File: src/rtl/orb_wr_arbiter.sv
// Write-side arbiter for the ping-pong orbit frame RAMs: one buffered slot per source,
// round-robin drain onto a single registered write port. Optional macro: ORB_WR_ARB_STATS_EN.
module orb_wr_arbiter #(
    parameter int N  = 5,
    parameter int AW = 11,
    parameter int DW = 12
) (
    input  logic            clk,
    input  logic            rst,
    input  logic            sw,
    input  logic [N-1:0]    req,
    input  logic [N*AW-1:0] addr,
    input  logic [N*DW-1:0] data,
    input  logic            clr_ovf,
    output logic [AW-1:0]   wr_addr,
    output logic [DW-1:0]   wr_data,
    output logic            wren_a,
    output logic            wren_b,
    output logic            busy,
    output logic [N-1:0]    ovf,
    output logic [15:0]     drop_cnt
);

    localparam int PW = (N > 1) ? $clog2(N) : 1;

    logic [N-1:0]  r_pend;
    logic [PW-1:0] r_rr_ptr;
    logic [AW-1:0] r_slot_addr [N];
    logic [DW-1:0] r_slot_data [N];
    logic          r_slot_tag  [N];
    logic [AW-1:0] r_wr_addr;
    logic [DW-1:0] r_wr_data;
    logic          r_wren_a;
    logic          r_wren_b;
    logic [N-1:0]  r_ovf;

    logic          w_gnt_vld;
    logic [PW-1:0] w_gnt_idx;
    logic [N-1:0]  w_gnt_oh;
    logic [N-1:0]  w_drop;

    // Index arithmetic modulo N; off is always below N so one wrap suffices.
    function automatic logic [PW-1:0] wrap_inc(input logic [PW-1:0] base, input int off);
        int s;
        s = int'(base) + off;
        if (s >= N) s = s - N;
        return PW'(s);
    endfunction

    // NOTE: every always_comb output gets a default first so no latch is inferred.
    always_comb begin
        w_gnt_vld = 1'b0;
        w_gnt_idx = '0;
        w_gnt_oh  = '0;
        for (int k = 0; k < N; k++) begin
            if (!w_gnt_vld && r_pend[wrap_inc(r_rr_ptr, k)]) begin
                w_gnt_vld = 1'b1;
                w_gnt_idx = wrap_inc(r_rr_ptr, k);
                w_gnt_oh[wrap_inc(r_rr_ptr, k)] = 1'b1;
            end
        end
    end

    // A strobe into an occupied slot survives only if that slot drains on the same edge.
    assign w_drop = req & r_pend & ~w_gnt_oh;

    // NOTE: sequential state uses non-blocking assignments so all registers update together.
    always_ff @(posedge clk or posedge rst) begin
        if (rst) begin
            r_pend    <= '0;
            r_rr_ptr  <= '0;
            r_wr_addr <= '0;
            r_wr_data <= '0;
            r_wren_a  <= 1'b0;
            r_wren_b  <= 1'b0;
            r_ovf     <= '0;
        end else begin
            r_pend <= (r_pend & ~w_gnt_oh) | (req & ~w_drop);
            r_ovf  <= (clr_ovf ? '0 : r_ovf) | w_drop;
            if (w_gnt_vld) begin
                r_wr_addr <= r_slot_addr[w_gnt_idx];
                r_wr_data <= r_slot_data[w_gnt_idx];
                r_wren_a  <= r_slot_tag[w_gnt_idx];
                r_wren_b  <= ~r_slot_tag[w_gnt_idx];
                r_rr_ptr  <= wrap_inc(w_gnt_idx, 1);
            end else begin
                r_wren_a  <= 1'b0;
                r_wren_b  <= 1'b0;
            end
        end
    end

    // NOTE: slot storage has no reset; its contents are only ever read while r_pend marks them valid.
    always_ff @(posedge clk) begin
        for (int i = 0; i < N; i++) begin
            if (req[i] && !w_drop[i]) begin
                r_slot_addr[i] <= addr[i*AW +: AW];
                r_slot_data[i] <= data[i*DW +: DW];
                r_slot_tag[i]  <= sw;
            end
        end
    end

    assign wr_addr = r_wr_addr;
    assign wr_data = r_wr_data;
    assign wren_a  = r_wren_a;
    assign wren_b  = r_wren_b;
    assign busy    = |r_pend;
    assign ovf     = r_ovf;

`ifdef ORB_WR_ARB_STATS_EN
    localparam int CW = PW + 1;

    logic [15:0]   r_drop_cnt;
    logic [CW-1:0] w_drop_num;
    logic [16:0]   w_cnt_sum;

    always_comb begin
        w_drop_num = '0;
        for (int i = 0; i < N; i++) begin
            w_drop_num = w_drop_num + CW'(w_drop[i]);
        end
        w_cnt_sum = {1'b0, (clr_ovf ? 16'h0000 : r_drop_cnt)} + 17'(w_drop_num);
    end

    always_ff @(posedge clk or posedge rst) begin
        if (rst) begin
            r_drop_cnt <= '0;
        end else begin
            r_drop_cnt <= w_cnt_sum[16] ? 16'hFFFF : w_cnt_sum[15:0];
        end
    end

    assign drop_cnt = r_drop_cnt;
`else
    assign drop_cnt = 16'h0000;
`endif

endmodule

File: config.mk
export PLATFORM = sky130hd
export DESIGN_NAME = orb_wr_arbiter
export DESIGN_NICKNAME = d
export VERILOG_FILES = /design/src/rtl/orb_wr_arbiter.sv
export SDC_FILE = /design/constraint.sdc
export NUM_CORES = 1
export LEC_CHECK = 0
export CAP_MARGIN = 40
export CORE_MARGIN = 4
export CORE_UTILIZATION = 38
export CTS_BUF_LIST = sky130_fd_sc_hd__clkbuf_2 sky130_fd_sc_hd__clkbuf_4 sky130_fd_sc_hd__clkbuf_8
export DETAILED_ROUTE_END_ITERATION = 8
export REMOVE_ABC_BUFFERS = 1
export SLEW_MARGIN = 5
export SYNTH_ARGS = -nofsm -noshare
export SYNTH_HDL_FRONTEND = slang
export SYNTH_SLANG_ARGS = --single-unit
File: constraint.sdc
create_clock -name clk -period 5.47 [get_ports clk]
set_clock_uncertainty 0.2 [all_clocks]
set_input_delay 0.547 -clock clk [delete_from_list [all_inputs] [get_ports clk]]
set_output_delay 0.547 -clock clk [all_outputs]
set_load 0.05 [all_outputs]
; ---- Yosys cells after proc, flatten, opt, wreduce, memory -nomap -nowiden
; Memories as Yosys holds them, arrays and structs flattened. A register that Yosys moved wholly into a read port is not among the register bits.
; Index checks and enable logic that the tools add are counted.
[op_classes]
n_reduce_logical = 24
addsub = 11
n_mux = 59
n_bitwise = 13
magnitude_cmp = 21
[ops]
columns = cell, n
row1 = 3-bit 2-to-1 mux, 16
row2 = "3-bit by 4-bit < comparator with 1-bit output, second input constant", 10
row3 = 5-bit 2-to-1 mux, 6
row4 = 5-bit bitwise OR, 6
row5 = 1-bit 2-to-1 mux, 27
row6 = 5-bit bitwise AND, 4
row7 = "4-bit by 3-bit greater-or-equal comparator with 1-bit output, second input constant", 5
row8 = "3-bit subtractor, second input constant", 6
row9 = 1-bit binary-select mux with 3-bit select, 5
row10 = 1-bit demux with 3-bit select, 5
row11 = "3-bit by 1-bit greater-or-equal comparator with 1-bit output, second input constant", 5
row12 = 1-bit logical AND, 14
row13 = 5-bit inverter, 2
row14 = 1-bit logical NOT, 9
row15 = "3-bit by 1-bit adder with 4-bit output, second input constant", 2
row16 = "3-bit by 2-bit adder with 4-bit output, second input constant", 2
row17 = 5-bit OR reduction, 1
row18 = "3-bit by 3-bit adder with 4-bit output, second input constant", 1
row19 = "3-bit greater-or-equal comparator, second input constant", 1
row20 = 1-bit inverter, 1
[totals]
regBits = 15
out_inout_bits = 47
mem_count = 3
inputBits = 124
ram_bits = 120
[mem_list]
columns = name, words, word_bits, rd, rd_clocked_by_memory_dff, write_ports, line_no
row1 = r_slot_data, 5, 12, 1, 1, 5, 29  ; logic [DW-1:0] r_slot_data [N];
row2 = r_slot_addr, 5, 11, 1, 1, 5, 28  ; logic [AW-1:0] r_slot_addr [N];
row3 = r_slot_tag, 5, 1, 1, 0, 5, 30  ; logic r_slot_tag [N];

; ---- Longest topological paths before layout
; Gate-level depths: netlist of the first run.
[logic_depth]
depth_word = 29
ltp_mapped = 22
ltp_nobuf = 18

; ---- Worst setup path before layout of the first run
; OpenSTA, ideal clock, no wires.
[synth_timing]
path_type = register to register
startpoint = register r_rr_ptr[0]
endpoint = register r_rr_ptr[0]
slack_ns = 0.946
arrival_time_ns = 4.230
path_stages_with_launch = 23
path_buffers = 4
required_time_ns = 5.176
setup_ns = 0.094
cell_sequence = dfrtp_1 buf_4 clkinv_1 ha_1 inv_1 fa_1 a21oi_4 mux2i_4 a21boi_0 o22ai_2 a221oi_4 and3_1 buf_4 a21oi_4 inv_4 buf_6 buf_6 ha_1 and2_1 o211a_1 mux2i_1 and3_1 a211oi_1
[synth_between]
elab_chain_cells = 20
[synth_lines]
columns = item, line_no
row1 = start: declaration, 27  ; logic [PW-1:0] r_rr_ptr;
row2 = start signal: assignment, 85  ; r_rr_ptr <= wrap_inc(w_gnt_idx, 1);
row3 = "parallel branches: the longest is 20 deep, another holds 3-bit by 1-bit adder with 4-bit output", --
; Several ways; the timed one is not identified. The select of a mux whose other input is x is not followed.
; A chain may end at the register's enable or synchronous reset.

; ---- Final worst setup path of the first run
[layout_timing]
startpoint = register r_rr_ptr[1]
endpoint = register r_rr_ptr[1]
; The elaborated chain is that of the path after synthesis.

==> results of run 1 <==
## per-stage QoR
step           setup WS, ns  utilization, %  TNS [ns]  cells  hold slack [ns]
6_report              0.483            49.9         0   1055            0.127
5_1_grt               0.113            49.9         0   1055            0.130
4_1_cts               0.231            49.9         0   1055            0.102
3_5_place_dp          0.248            48.0         0   1023            0.326
3_3_place_gp          0.476            47.9         0   1022            0.318
2_1_floorplan       -0.0608               -   -0.0821    584            0.311
## final timing paths
path | depth (start not counted) | start | slack, ns | to
min reg2reg | 2 | ovf[4]$_DFF_PP0_ | 0.34 | ovf[4]$_DFF_PP0_
max reg2reg | 17 | r_rr_ptr[1]$_DFFE_PP0P_ | 0.48 | r_rr_ptr[1]$_DFFE_PP0P_
max in group asynchronous | 3 | rst | 4.47 | r_rr_ptr[1]$_DFFE_PP0P_
max | 17 | r_rr_ptr[1]$_DFFE_PP0P_ | 0.48 | r_rr_ptr[1]$_DFFE_PP0P_
min | 2 | rst | 0.13 | wr_data[3]$_DFFE_PP0P_
min in group clk | 2 | ovf[4]$_DFF_PP0_ | 0.34 | ovf[4]$_DFF_PP0_
## sequential cells by signal, summed over array words and instances (netlist names)
signal	flops
ovf	5
r_pend	5
r_rr_ptr	3
r_slot_addr	55
r_slot_data	60
r_slot_tag	5
wr_addr	11
wr_data	12
wren_a	1
wren_b	1
## metal layers
| metal | vias up | wire [um] | global-route usage (%) |
|---|---|---|---|
| met2 | 203 | 10700 | 31.9 |
| met5 | - | 21 | 0 |
| met1 | 2828 | 9690 | 26.0 |
| met3 | 32 | 1300 | 5.54 |
| li1 | 2648 | - | - |
| met4 | 4 | 354 | 5.31 |
## synth_stat cells, types with 3 or more instances
cell / n
o21ai_0: 7
inv_1: 43
o211ai_1: 3
clkbuf_1: 15
nor3b_1: 3
a21boi_0: 4
xnor2_1: 5
nor3_1: 6
nand2_1: 74
a31oi_1: 3
mux2i_1: 8
dfrtp_1: 38
a311oi_1: 21
o21ai_1: 3
buf_2: 14
ha_1: 11
nand4_1: 3
nor2_1: 12
a21oi_1: 6
a21o_1: 5
edfxtp_1: 120
buf_6: 5
and2_1: 11
o22ai_1: 29
a211oi_1: 55
and3_1: 7
a311oi_2: 4
nand2b_1: 8
buf_4: 21
nand3_1: 11
## cell families (layout without fill, tap and decap cells)
group,count (synthesis),in the layout
buffers and inverters,102,253
flip-flops,158,158
multiplexers,13,13
AND/OR/NAND/NOR,151,151
AO/OA/AOI/OAI,181,181
other,1,16
XOR/XNOR,6,6
adder cells (fa/ha/maj),12,12
## cell usage in the layout (no fill, tap or decap), types with 5 or more instances in the layout
cell type,synthesis,layout
a211oi_1,55,55
a21o_1,5,5
a21oi_1,6,6
a311oi_1,21,21
and2_1,11,11
and3_1,7,7
buf_4,21,19
clkbuf_8,0,18
clkdlybuf4s50_1,0,154
clkinv_1,1,5
conb_1,1,16
dfrtp_1,38,37
edfxtp_1,120,120
ha_1,11,11
inv_1,43,42
mux2i_1,8,8
nand2_1,74,74
nand2b_1,8,8
nand3_1,11,11
nor2_1,12,12
nor3_1,6,6
o21ai_0,7,7
o22ai_1,29,29
xnor2_1,5,5
## layout make-up
cell class                      instances  area (um^2)
Inverter                               47          181
Tap cell                              265          332
Clock inverter                         14          139
Multi-Input combinational cell        379         2650
Sequential cell                       158         4560
Timing Repair Buffer                  174         1700
Clock buffer                           18          248
Fill cell                            1784         9840
## critical path, cell delays in order, from the launching register on
cell	delay, ns
dfrtp_2	0.55
inv_1	0.23
ha_1	0.27
ha_1	0.40
or4b_1	0.54
nor3_1	0.13
a2111oi_0	0.08
a32oi_1	0.33
and2_1	0.36
o211ai_4	0.14
a21oi_4	0.40
inv_4	0.19
ha_1	0.23
and2_1	0.19
o211a_1	0.14
mux2i_1	0.23
a211oi_1	0.12
nor3_1	0.19
## repair_timing
| item | in CTS | in global routing |
|---|---|---|
| hold endpoints to repair | 0 | 0 |
| endpoints found under the setup margin | 0 | 2 |
| resized for setup | 0 | 1 |
==> metrics, run 1 <==
outcome complete, no violations; mux cell area share after synthesis 2.12%; Hold Path Class in -> async; clock root buffer clkbuf_8; post-layout min period 4.99 ns; Rows 51; Post-synth EDFFs 120; Synth Area in Compound Gates 19.1%; critical path endpoint category register; Placeable Area 0.0197 mm^2; DIE WIDTH 150 um; # setup viols final 0; CTS Hold Bufs 0; cell count after synthesis 624; MaxCap Viol Count 0; antenna viol nets, final 0; largest family of logic cells by synthesized area compound AO/OA/AOI/OAI gates; # diodes 0; DRC 0; # H-tree levels 4; Slew Limit Headroom 57.2%; Warnings, synthesis 0; CP arrival 5.15 ns; Longest Clk Path Bufs 2; Yosys cell types 83; DRT Wirelength 22.1 mm; CTS clock-pin slew for the worst setup and hold paths 0.08 ns; Slew @ Worst Pin 0.637 ns; area post-placement 0.00943 mm^2; antenna violations before repair 2; # Post-CTS Setup Buffers 0; CP required 5.63 ns; flops & latches, synth 158; largest net degree at the start of global routing 32; Top FF cell, synth edfxtp_1; top post-synthesis cells by area edfxtp_1 (47%), dfrtp_1 (12%), a211oi_1 (5.4%); post-synthesis area per instance 12.3 um^2; fin area 0.00981 mm^2; Synth Area in XOR/XNOR 0.783%; global-route wire length before repair 33.8 mm; Area Overhead vs Synth 27.9%; die area 0.0225 mm^2; Pre-antenna DRT Iters 7; via count 5715; Final period util 91.2%; fmax 201 MHz; die extent in y 150 um; hpwl dp 15.5 mm; Slew Viols, Final 0; top-level I/O count 171; Synth Area in Adders 2.05%; vias in the first global route 6073; ys async rst share 24.1%; gpl congestion 0.887; total track usage 19.7%; Port-buffer cells 154; initial core utilization 39.0%; RSZ-0062 raised after global routing false; Num Clock Sinks 158; Mapped Area 0.00767 mm^2; gr ovfl total 0; layout cells sized above 1 10.3%; post-synthesis sequential area ratio 59.4%; Worst-Skew Late Latency 0.45 ns; post-DR wirelength/cell 20.9 um; crit-path max FO 20; Layout Nets 913; DRT iter0 DRCs 269; CTS tree built; crit path kind reg -> reg; crit start category register; post-synth top area cell edfxtp_1; Synth top area share 47.0%; cts bufs inserted 17; post-synthesis simple-gate area fraction 9.70%; Fin. Hold Viols 0; via/cell ratio 5.42
Power of run 1 is not shown: default switching activity piles up to over one toggle a cycle in this logic, so the estimate is an artifact.
==> run 2, diff against run 1 <==
Settings changed: CTS_CLUSTER_SIZE from default to 24.
==> results of run 2 <==
The final DEF is identical to that of run 1; final timing and power are the same.
Power of run 2 is left out for the same reason.
==> run 3, diff against run 2 <==
Settings changed: SKIP_CTS_REPAIR_TIMING from default to 1.
==> results of run 3 <==
The final DEF is identical to that of run 1; final timing and power are the same.
Power of run 3 is left out for the same reason.
